## src/rtl/ascii_pkg.sv

```systemverilog
// ASCII constants, FSM encoding and the BCD digit to ASCII helper for the digit sender.
package ascii_pkg;

  localparam logic [7:0] ASCII_0     = 8'h30;
  localparam logic [7:0] ASCII_Q     = 8'h3F;
  localparam logic [7:0] ASCII_CR    = 8'h0D;
  localparam logic [7:0] ASCII_LF    = 8'h0A;
  localparam logic [7:0] ASCII_COLON = 8'h3A;
  localparam logic [7:0] ASCII_DOT   = 8'h2E;

  typedef enum logic [1:0] {
    ST_IDLE = 2'd0,
    ST_SEND = 2'd1,
    ST_DONE = 2'd2
  } state_t;

  // Nibbles 0..9 become '0'..'9'. Anything else becomes '?' so that corrupt
  // input still yields a printable, fixed-length frame.
  function automatic logic [7:0] bcd2asc(input logic [3:0] nib);
    return (nib <= 4'd9) ? (ASCII_0 + {4'h0, nib}) : ASCII_Q;
  endfunction

endpackage

```

## src/rtl/ascii_frame_rom.sv

```systemverilog
// Combinational byte lookup: frame position plus snapshot word -> ASCII byte.
module ascii_frame_rom
  import ascii_pkg::*;
#(
  parameter int         ADD_CRLF = 1,
  parameter logic [7:0] SEP_HM   = ASCII_COLON,
  parameter logic [7:0] SEP_MS   = ASCII_COLON,
  parameter logic [7:0] SEP_SC   = ASCII_DOT
) (
  input  logic [3:0]  index,
  input  logic [31:0] snapshot,
  output logic [7:0]  char_out
);

  // Fixed "HH:MM:SS.CC[\r\n]" layout; positions past the frame read as 0.
  always_comb begin
    char_out = 8'h00;
    case (index)
      4'd0:  char_out = bcd2asc(snapshot[31:28]);
      4'd1:  char_out = bcd2asc(snapshot[27:24]);
      4'd2:  char_out = SEP_HM;
      4'd3:  char_out = bcd2asc(snapshot[23:20]);
      4'd4:  char_out = bcd2asc(snapshot[19:16]);
      4'd5:  char_out = SEP_MS;
      4'd6:  char_out = bcd2asc(snapshot[15:12]);
      4'd7:  char_out = bcd2asc(snapshot[11:8]);
      4'd8:  char_out = SEP_SC;
      4'd9:  char_out = bcd2asc(snapshot[7:4]);
      4'd10: char_out = bcd2asc(snapshot[3:0]);
      4'd11: char_out = (ADD_CRLF != 0) ? ASCII_CR : 8'h00;
      4'd12: char_out = (ADD_CRLF != 0) ? ASCII_LF : 8'h00;
      default: char_out = 8'h00;
    endcase
  end

endmodule

```

## src/rtl/ascii_digit_sender.sv

```systemverilog
// Snapshots an 8-digit BCD time word and streams it as ASCII text over valid/ready.
module ascii_digit_sender
  import ascii_pkg::*;
#(
  parameter int         ADD_CRLF = 1,
  parameter logic [7:0] SEP_HM   = 8'h3A,
  parameter logic [7:0] SEP_MS   = 8'h3A,
  parameter logic [7:0] SEP_SC   = 8'h2E
) (
  input  logic        clk,
  input  logic        reset,
  input  logic        send_start,
  input  logic [31:0] digit_data,
  input  logic        tx_ready,
  output logic [7:0]  tx_data,
  output logic        tx_valid,
  output logic        busy,
  output logic        done
);

  // Index of the final byte: 12 with CR/LF, 10 without.
  localparam logic [3:0] LAST = (ADD_CRLF != 0) ? 4'd12 : 4'd10;

  state_t      state, state_nx;
  logic [3:0]  idx, idx_nx;
  logic [31:0] snap, snap_nx;
  logic [7:0]  data_nx;
  logic        vld_nx, busy_nx, done_nx;
  logic [7:0]  rom_byte;

  // The ROM looks at the *next* index/snapshot so the byte is registered
  // together with the index advance, keeping tx_data a clean flop output.
  ascii_frame_rom #(
    .ADD_CRLF (ADD_CRLF),
    .SEP_HM   (SEP_HM),
    .SEP_MS   (SEP_MS),
    .SEP_SC   (SEP_SC)
  ) u_rom (
    .index    (idx_nx),
    .snapshot (snap_nx),
    .char_out (rom_byte)
  );

  // Next-state and next-output logic; everything holds unless a case says otherwise.
  always_comb begin
    state_nx = state;
    idx_nx   = idx;
    snap_nx  = snap;
    data_nx  = tx_data;
    vld_nx   = tx_valid;
    busy_nx  = busy;
    done_nx  = done;
    case (state)
      ST_IDLE: begin
        if (send_start) begin
          snap_nx  = digit_data;
          idx_nx   = 4'd0;
          busy_nx  = 1'b1;
          vld_nx   = 1'b1;
          data_nx  = rom_byte;
          state_nx = ST_SEND;
        end
      end
      ST_SEND: begin
        if (tx_valid && tx_ready) begin
          if (idx == LAST) begin
            vld_nx   = 1'b0;
            busy_nx  = 1'b0;
            done_nx  = 1'b1;
            state_nx = ST_DONE;
          end else begin
            idx_nx  = idx + 4'd1;
            data_nx = rom_byte;
          end
        end
      end
      ST_DONE: begin
        done_nx  = 1'b0;
        state_nx = ST_IDLE;
      end
      default: state_nx = ST_IDLE;
    endcase
  end

  // State, snapshot, index and output registers with synchronous reset.
  always_ff @(posedge clk) begin
    if (reset) begin
      state    <= ST_IDLE;
      idx      <= 4'd0;
      snap     <= 32'h0;
      tx_data  <= 8'h00;
      tx_valid <= 1'b0;
      busy     <= 1'b0;
      done     <= 1'b0;
    end else begin
      state    <= state_nx;
      idx      <= idx_nx;
      snap     <= snap_nx;
      tx_data  <= data_nx;
      tx_valid <= vld_nx;
      busy     <= busy_nx;
      done     <= done_nx;
    end
  end

endmodule
```

## config.mk

```make
export PLATFORM = sky130hd
export DESIGN_NAME = ascii_digit_sender
export DESIGN_NICKNAME = d
export VERILOG_FILES = /design/src/rtl/ascii_pkg.sv /design/src/rtl/ascii_frame_rom.sv /design/src/rtl/ascii_digit_sender.sv
export SDC_FILE = /design/constraint.sdc
export NUM_CORES = 1
export LEC_CHECK = 0
export CAP_MARGIN = 20
export CORE_MARGIN = 2
export CORE_UTILIZATION = 40
export DETAILED_ROUTE_END_ITERATION = 7
export PLACE_DENSITY = 0.65
export SLEW_MARGIN = 10
export SYNTH_ARGS = -nofsm -noshare
export SYNTH_HDL_FRONTEND = slang
export SYNTH_HIERARCHICAL = 1
export SYNTH_SLANG_ARGS = --single-unit
```

## constraint.sdc

```tcl
create_clock -name clk -period 2.75 [get_ports clk]
set_clock_uncertainty 0.2 [all_clocks]
set_input_delay 0.825 -clock clk [delete_from_list [all_inputs] [get_ports clk]]
set_output_delay 0.825 -clock clk [all_outputs]
set_load 0.005 [all_outputs]
```

[Word-level counts from Yosys, hierarchy flattened]
Cells that the tools add are included.
Storage, ports and cells
  flip-flop bits (word level): 48
  output and inout bits: 11
Cells by class
  add/subtract/negate cells: 9
  eq/ne operators: 19
  muxes and demuxes: 30
  order comparisons: 8
  reductions and logical operators: 10
Operator list (count)
  8-bit one-hot mux with 12 select lines: 1
  8-bit 2-to-1 mux: 11
  32-bit 2-to-1 mux: 2
  6-bit by 4-bit adder with 7-bit output (first input constant): 8
  4-bit less-or-equal comparator (second input constant): 8
  4-bit == test (second input constant): 6
  4-bit by 3-bit == test with 1-bit output (second input constant): 4
  8-bit one-hot mux with 2 select lines: 1
  4-bit 2-to-1 mux: 3
  4-bit by 2-bit == test with 1-bit output (second input constant): 2
  2-bit != test (second input constant): 4
  4-bit one-hot mux with 2 select lines: 1
  4-bit AND reduction: 2
  2-bit 2-to-1 mux: 3
  3-bit AND reduction: 2
  1-bit 2-to-1 mux: 5
  4-bit by 1-bit adder with 4-bit output (second input constant): 1
  4-bit by 1-bit == test with 1-bit output (second input constant): 1
  4-bit logical NOT: 1
  1-bit one-hot mux with 2 select lines: 2
  2-bit one-hot mux with 2 select lines: 1
  2-bit nonzero test: 2
  2-bit by 1-bit == test with 1-bit output (second input constant): 1
  2-bit == test (second input constant): 1
  other kinds (3): 3

[Longest topological paths before layout]
Gate-level depths: netlist (run 1).
  depth in word-level cells: 10
  depth in mapped cells: 13
  mapped depth without buffers: 11

[Hierarchy]
Netlist (run 1), hierarchy kept.
Modules (own cells, without submodules)
  ascii_digit_sender: cells an instance 194, times used 1, area an instance 2238.4 um2
  ascii_frame_rom: cells an instance 93, times used 1, area an instance 578.1 um2

[Worst setup path after synthesis (run 1)]
No wires, ideal clock.
  path type: in2reg
  from: input send_start
  to: register tx_data[1]
  required time: 2.420 ns
  setup time: 0.130 ns
  arrival: 2.485 ns
  stages on the path: 9
  slack: -0.065 ns
  cell sequence: nor3b_4 -> buf_6 -> mux2_4 -> a21oi_1 -> o22ai_1 -> a2111oi_2 -> o22ai_1 -> nand2b_1 -> mux2i_1
On the way
  cells in the longest elaborated chain, start to end: 8
  elaborated cells between the ends (all ways): 49
  those cells by class: add/sub (8); order compare (8); eq/ne (13); mux (17); reduce/logical (3)
RTL lines
  from (decl): RTL line ascii_digit_sender.sv:12  | input logic send_start,
  32-bit 2-to-1 mux *: RTL line ascii_digit_sender.sv:55  | if (send_start) begin
  32-bit 2-to-1 mux *: RTL line ascii_digit_sender.sv:53  | case (state)
  named net snap_nx[22]: RTL line ascii_digit_sender.sv:26  | logic [31:0] snap, snap_nx;
  4-bit less-or-equal comparator *: RTL line ascii_pkg.sv:20  | return (nib <= 4'd9) ? (ASCII_0 + {4'h0, nib}) : ASCII_Q;
  8-bit 2-to-1 mux *: RTL line ascii_pkg.sv:20
  8-bit one-hot mux with 12 select lines *: RTL line ascii_frame_rom.sv:18  | case (index)
  8-bit 2-to-1 mux: RTL line ascii_digit_sender.sv:66  | if (idx == LAST) begin
  8-bit 2-to-1 mux: RTL line ascii_digit_sender.sv:65  | if (tx_valid && tx_ready) begin
  8-bit one-hot mux with 2 select lines *: RTL line ascii_digit_sender.sv:53
  named net data_nx[1]: RTL line ascii_digit_sender.sv:27  | logic [7:0] data_nx;
  to (signal assigned): RTL line ascii_digit_sender.sv:99  | tx_data <= data_nx;
  to (decl): RTL line ascii_digit_sender.sv:15  | output logic [7:0] tx_data,
Mark *: on every way through the listed nets, which the timed path passes. The rest lies on a longest branch. The select of a mux whose other input is x is not followed.
A chain may end at the register's enable or synchronous reset.

[Worst setup path in the final report (run 1)]
  from: input send_start
  to: register idx[0]
On the way
  cells in the longest elaborated chain, start to end: 2
RTL lines
  4-bit 2-to-1 mux: RTL line ascii_digit_sender.sv:55
  4-bit one-hot mux with 2 select lines: RTL line ascii_digit_sender.sv:53
  to (signal assigned): RTL line ascii_digit_sender.sv:97  | idx <= idx_nx;
  to (decl): RTL line ascii_digit_sender.sv:25  | logic [3:0] idx, idx_nx;
Every way passes these cells.

==> results.yml, run 1 <==
outcome:
  status: "finished, final reports clean"
timing:
  setup-violations-final: 0
  worst_slack_ns: 0.0524
  drv_slew: 0
  fin_crit_ns: 2.70
  post-route-period-util_pct: 98.1
  hold_viol: 0
  clock.fmax_mhz: 371
global_routing:
  grt_pass1_vias: 2331
  grt_start_max_net_pins: 57
  grt_pass1_wl_um: 11900
  track_usage_pct: 19.8
  grt_overflow: 0
  antenna_found_initial: 0
yosys:
  ys_async_sr_fraction_pct: 0
  synth_area_leader_cell: "dfxtp_1"
  yosys_warnings: 6
  synth_edf_count: 0
  ys_ff_latch: 48
  ys.flop_type: "dfxtp_1"
  post_synth_num_cell_types: 54
  avgSynthCellArea_um2: 9.81
  synth_top_area_share_pct: 34.1
  yosysMostFrequentCell: "dfxtp_1"
  synthTopCellsByCount: "dfxtp_1, mux2_4, and2b_1"
  ys_seq_area_share_pct: 34.1
  syn_inst: 287
  synth_area_um2: 2820
  ys_top_cells_by_area: "dfxtp_1, mux2_4, and2b_1, nand2b_1, a21oi_1"
worst_hold_path:
  worstHoldPathType: "reg -> reg"
  hold_start: "tx_data[6]"
drt:
  first_iter_violations: 135
  drt-wirelength-per-cell_um: 15.4
  drt-total-wl_um: 7610
  drc_errors: 0
  dr.pass1.iters: 4
  antenna_left: 0
  vias_per_cell: 5.02
  vias: 2487
worst_setup_path:
  crit_path_cell_trace: "buf_2 > or3b_4 > o211ai_1 > buf_4 > buf_4 > buf_4 > buf_4 > buf_4 > buf_4 > buf_4 > buf_4 > buf_4 > buf_4 > buf_4 > a21oi_2"
  startpoint: "send_start"
  crit_top_cell: "buf_4"
  cp-start-kind: "input port"
  cp-end-kind: "register"
  path_max_fanout: 3
  path_buf_inv: 12
  cp_top_family: "buffers and inverters"
  cp.required_ns: 2.80
  cpPeakStageDelay_ns: 0.22
  crit_slowest_cell: "or3b_4"
  rr_startpoint: "idx[0]"
  cp.arrival_ns: 2.74
  path_class: "in -> reg"
pwr:
  ir_drop_mv: 0.278
  power.density_nw_per_um2: 401
  leakage_nw: 1.84
  total_power_mw: 1.70
floorplan:
  dieArea_um2: 7730
  ioPinCount: 47
  die-height_um: 87.9
  start_util_pct: 41.5
  coreArea_um2: 6790
  fp-row-count: 30
  die_w_um: 87.9
finish:
  final_layout_size_suffix_gt1_share_pct: 40.4
  nFillCells: 559
  antenna_cells: 0
  syn_to_final_growth_pct: 50.1
  num-nets-final: 436
placed_design:
  io_buffers: 46
  post-dp-hpwl_um: 4820
  pre_cts_ws_ns: -0.750
  place.gp.congestion: 1.02
clock_tree:
  clock_latency_ns: 0.30
  cts_tree: "done"
  cts-htree-levels: 2
  cts_buffers: 5
  cts_sinks: 48
  clock_path_buffers: 2
  cts.reportedPaths.clkPinSlew_ns: 0.09
  root_buffer: "clkbuf_8"
  postCtsHoldBufs: 0
job:
  max-cap-violations: 0
[worst register-to-register path, stage by stage (launching register included)]
cell,delay (ns)
dfxtp_1,0.32
inv_1,0.12
ha_4,0.17
and3_1,0.19
o211ai_1,0.14
buf_4,0.16
buf_4,0.12
buf_4,0.12
buf_4,0.11
buf_4,0.12
buf_4,0.12
buf_4,0.12
buf_4,0.12
buf_4,0.12
buf_4,0.12
buf_4,0.13
a21oi_2,0.11
[cell type report]
type | count | area, µm² | area share [%]
clock inverter | 2 | 10.0 | 0.237
multi-input combinational | 208 | 1850 | 43.7
sequential | 48 | 962 | 22.8
clock buffer | 6 | 82.6 | 1.95
tap | 96 | 120 | 2.84
timing repair buffer | 124 | 1160 | 27.5
inverter | 11 | 41.3 | 0.977
[timing repair]
| item | CTS | global route |
|---|---|---|
| endpoints found under the setup margin | 6 | 5 |
| cloned | 3 | 0 |
| pin swaps | 11 | 10 |
| setup buffers | 20 | 7 |
| resized for setup | 30 | 25 |
[routing by layer]
metal,vias to the layer above,share of wire (%),GRT usage [%]
met5,-,0,0
met4,0,1.0,3.78
met3,7,4.9,3.30
met2,56,48,33.1
met1,1184,46,27.1
li1,1240,-,-
[cell families (layout without fill, tap and decap cells)]
| family | count (synthesis) | in the layout | synth area share [%] |
|---|---|---|---|
| buffers and inverters | 32 | 143 | 6.35 |
| other | 1 | 2 | 0.133 |
| adder cells (fa/ha/maj) | 2 | 2 | 0.888 |
| AND/OR/NAND/NOR | 94 | 94 | 22.2 |
| AO/OA/AOI/OAI | 69 | 69 | 16.5 |
| multiplexers | 40 | 40 | 19.5 |
| flip-flops | 48 | 48 | 34.1 |
| XOR/XNOR | 1 | 1 | 0.311 |
[sequential cells by signal, indices dropped and copies added, names as in the netlist]
register and cells:
snap 32, done 1, tx_data 8, busy 1, state 2, idx 4
[cell usage in the layout (no fill, tap or decap), types with 9 or more instances in the layout]
cell,instances
nand2b_1,17
a21oi_1,12
mux2_4,30
dfxtp_1,47
clkdlybuf4s50_1,44
and2b_1,21
and2b_2,9
buf_4,64
inv_1,10
nor2_1,9
[path summary, 6_finish.rpt]
check	endpoint	slack, ns	depth (start not counted)
max reg2reg	idx[0]	0.08	16
min	tx_data[6]	0.28	2
min reg2reg	tx_data[6]	0.28	2
max	idx[0]	0.05	15
[through the flow]
| stage | area (µm²) | setup TNS [ns] | util [%] | cells | hold WS [ns] |
|---|---|---|---|---|---|
| global route | 4230 | -0.0193 | 62.2 | 495 | 0.306 |
| global placement | 3670 | -3.58 | 54.0 | 457 | 0.263 |
| floorplan | 2830 | 0 | - | 288 | 0.268 |
| CTS | 4060 | 0 | 59.8 | 488 | 0.283 |
| finish | 4230 | 0 | 62.2 | 495 | 0.279 |
| detailed placement | 3670 | -3.69 | 54.0 | 457 | 0.269 |
[power breakdown]
part | internal [mW] | total (mW) | leakage, nW | switching [mW]
sequential | 0.738 | 0.757 | 0.395 | 0.0186
combinational | 0.296 | 0.495 | 1.40 | 0.199
clock | 0.201 | 0.446 | 0.0510 | 0.244
total | 1.24 | 1.70 | 1.84 | 0.462
Note: power is estimated with default switching activity, not from simulation.
==> run 2, diff against run 1 <==
--- a/config.mk
+++ b/config.mk
@@ -7,9 +7,8 @@
 export LEC_CHECK = 0
 export CAP_MARGIN = 20
 export CORE_MARGIN = 2
-export CORE_UTILIZATION = 40
+export CORE_UTILIZATION = 25
 export DETAILED_ROUTE_END_ITERATION = 7
-export PLACE_DENSITY = 0.65
 export SLEW_MARGIN = 10
 export SYNTH_ARGS = -nofsm -noshare
 export SYNTH_HDL_FRONTEND = slang
==> run 2 against run 1 <==
Net effect: total power grew 9.6%; cell area shrank 0.80%; non-clock buffer count shrank 23; core utilization shrank 24 points; cell count grew 4.0%; critical path depth shrank 4.
==> results.yml, run 2 (synthesized netlist as in run 1, its figures left out) <==
clock_tree:
  postCtsHoldBufs: 0
  cts_buffers: 5
  cts-htree-levels: 2
  clock_path_buffers: 2
  root_buffer: "clkbuf_16"
  clock_latency_ns: 0.28
  cts_sinks: 48
  cts.reportedPaths.clkPinSlew_ns: 0.06
  cts_tree: "done"
timing:
  worst_slack_ns: 0.0587
  drv_slew: 0
  fin_crit_ns: 2.69
  post-route-period-util_pct: 97.9
  setup-violations-final: 0
  hold_ws_ns: 0.276
  hold_viol: 0
  clock.fmax_mhz: 372
drt:
  drt-wirelength-per-cell_um: 14.6
  first_iter_violations: 86
  antenna_left: 0
  dr.pass1.iters: 4
  vias: 2400
  vias_per_cell: 4.66
  drc_errors: 0
  drt-total-wl_um: 7530
finish:
  final_area_um2: 4190
  final_core_util_pct: 38.4
  largest_reg_flops: 32
  regMostFlops: "snap"
  antenna_cells: 0
  num-nets-final: 413
  layout_common_cells: "dfxtp_1, buf_4, clkdlybuf4s50_1"
  syn_to_final_growth_pct: 48.9
  mostFrequentLayoutCell: "dfxtp_1"
  final_layout_size_suffix_gt1_share_pct: 37.6
  reg_top3: "snap (32), tx_data (8), idx (4)"
worst_setup_path:
  reg2reg_slack_ns: 0.11
  rr_startpoint: "idx[0]"
  rr_worst_depth: 12
  worstReg2RegEnd: "tx_data[3]"
  path_max_fanout: 5
  cp-end-kind: "register"
  cp.required_ns: 2.76
  path_class: "in -> reg"
  cp.arrival_ns: 2.70
  cp-start-kind: "input port"
placed_design:
  pre_cts_ws_ns: -0.706
  dpl_cell_area_um2: 3700
  place.gp.congestion: 0.874
  post-dp-hpwl_um: 5240
  io_buffers: 46
pwr:
  leakage_nw: 1.77
  switching_share_pct: 24.8
  internal-power_mw: 1.40
  total_power_mw: 1.86
  clock_power_share_pct: 33.8
  switchingPower_mw: 0.461
  ir_drop_mv: 0.275
  power_frac_comb_pct: 25.4
  power.density_nw_per_um2: 443
  seq_power_share_pct: 40.8
outcome:
  status: "finished, final reports clean"
worst_hold_path:
  whs_endpoint: "tx_data[7]"
  holdPathStages: 2
  worstHoldPathType: "reg -> reg"
  hold_start: "tx_data[7]"
global_routing:
  grt_overflow: 0
  grt_pass1_wl_um: 12000
  grt_start_max_net_pins: 57
  track_usage_pct: 12.8
  grt_pass1_vias: 2374
  antenna_found_initial: 0
floorplan:
  die_w_um: 110
  ioPinCount: 47
  fp-row-count: 38
  dieArea_um2: 12100
  start_util_pct: 25.8
  die-height_um: 110
  coreArea_um2: 10900
job:
  max-cap-violations: 0
## run 2: changes by cell type in the layout (fill, tap and decap cells not counted), moves of 3 or more
cell / delta
buf_12: +3
clkbuf_8: -4
buf_6: -5
buf_4: -18
clkbuf_16: +5
## run 2: power by group through the flow
stage / logic [mW] / clock network [mW] / registers [mW]
final: 0.471 / 0.629 / 0.759
after detailed placement: 0.404 / 0 / 0.775
after global routing: 0.507 / 0.683 / 0.763
after global placement: 0.400 / 0 / 0.773
after floorplan: 0.250 / 0 / 0.768
after CTS: 0.456 / 0.654 / 0.759
## run 2: worst max path at each step
stage / to / start / cells after the start
after floorplan: tx_data[1] / send_start / 9
after global placement: tx_data[1] / send_start / 10
after detailed placement: tx_data[1] / send_start / 11
after CTS: tx_data[1] / send_start / 11
after global routing: tx_data[3] / tx_ready / 11
final: tx_data[3] / tx_ready / 11
## run 2: timing repair
| action | 4_1_cts | 5_1_grt |
|---|---|---|
| endpoints found under the setup margin | 6 | 4 |
| pin swaps | 11 | 17 |
| gates resized for setup | 31 | 26 |
| gates cloned | 3 | 0 |
| setup buffers | 9 | 2 |
## run 2: final cells by class
cell class	count	area, µm²
inverter	11	41.3
tap	140	175
clock buffer	7	153
timing repair buffer	101	972
fill	1111	6740
sequential	48	962
multi-input combinational	208	1890
## run 2: per-stage QoR
step	TNS, ns	std cells
final	0	515
after floorplan	0	288
after CTS	0	515
after detailed placement	-3.53	496
after global placement	-3.24	496
after global routing	-0.0837	515
## run 2: critical path, cell delays in order
cell	delay, ns
buf_6	0.10
and4b_2	0.25
nand3b_1	0.11
nand4_1	0.25
buf_4	0.23
buf_2	0.14
o22ai_1	0.25
a222oi_1	0.14
o221ai_2	0.21
nand2b_1	0.08
mux2i_1	0.11
## run 2: layer usage
metal,GRT usage [%],vias to the layer above,routed length (µm)
li1,-,1193,-
met1,16.7,1148,3500
met2,21.3,49,3620
met3,2.47,10,262
met4,3.93,0,140
met5,0,-,0
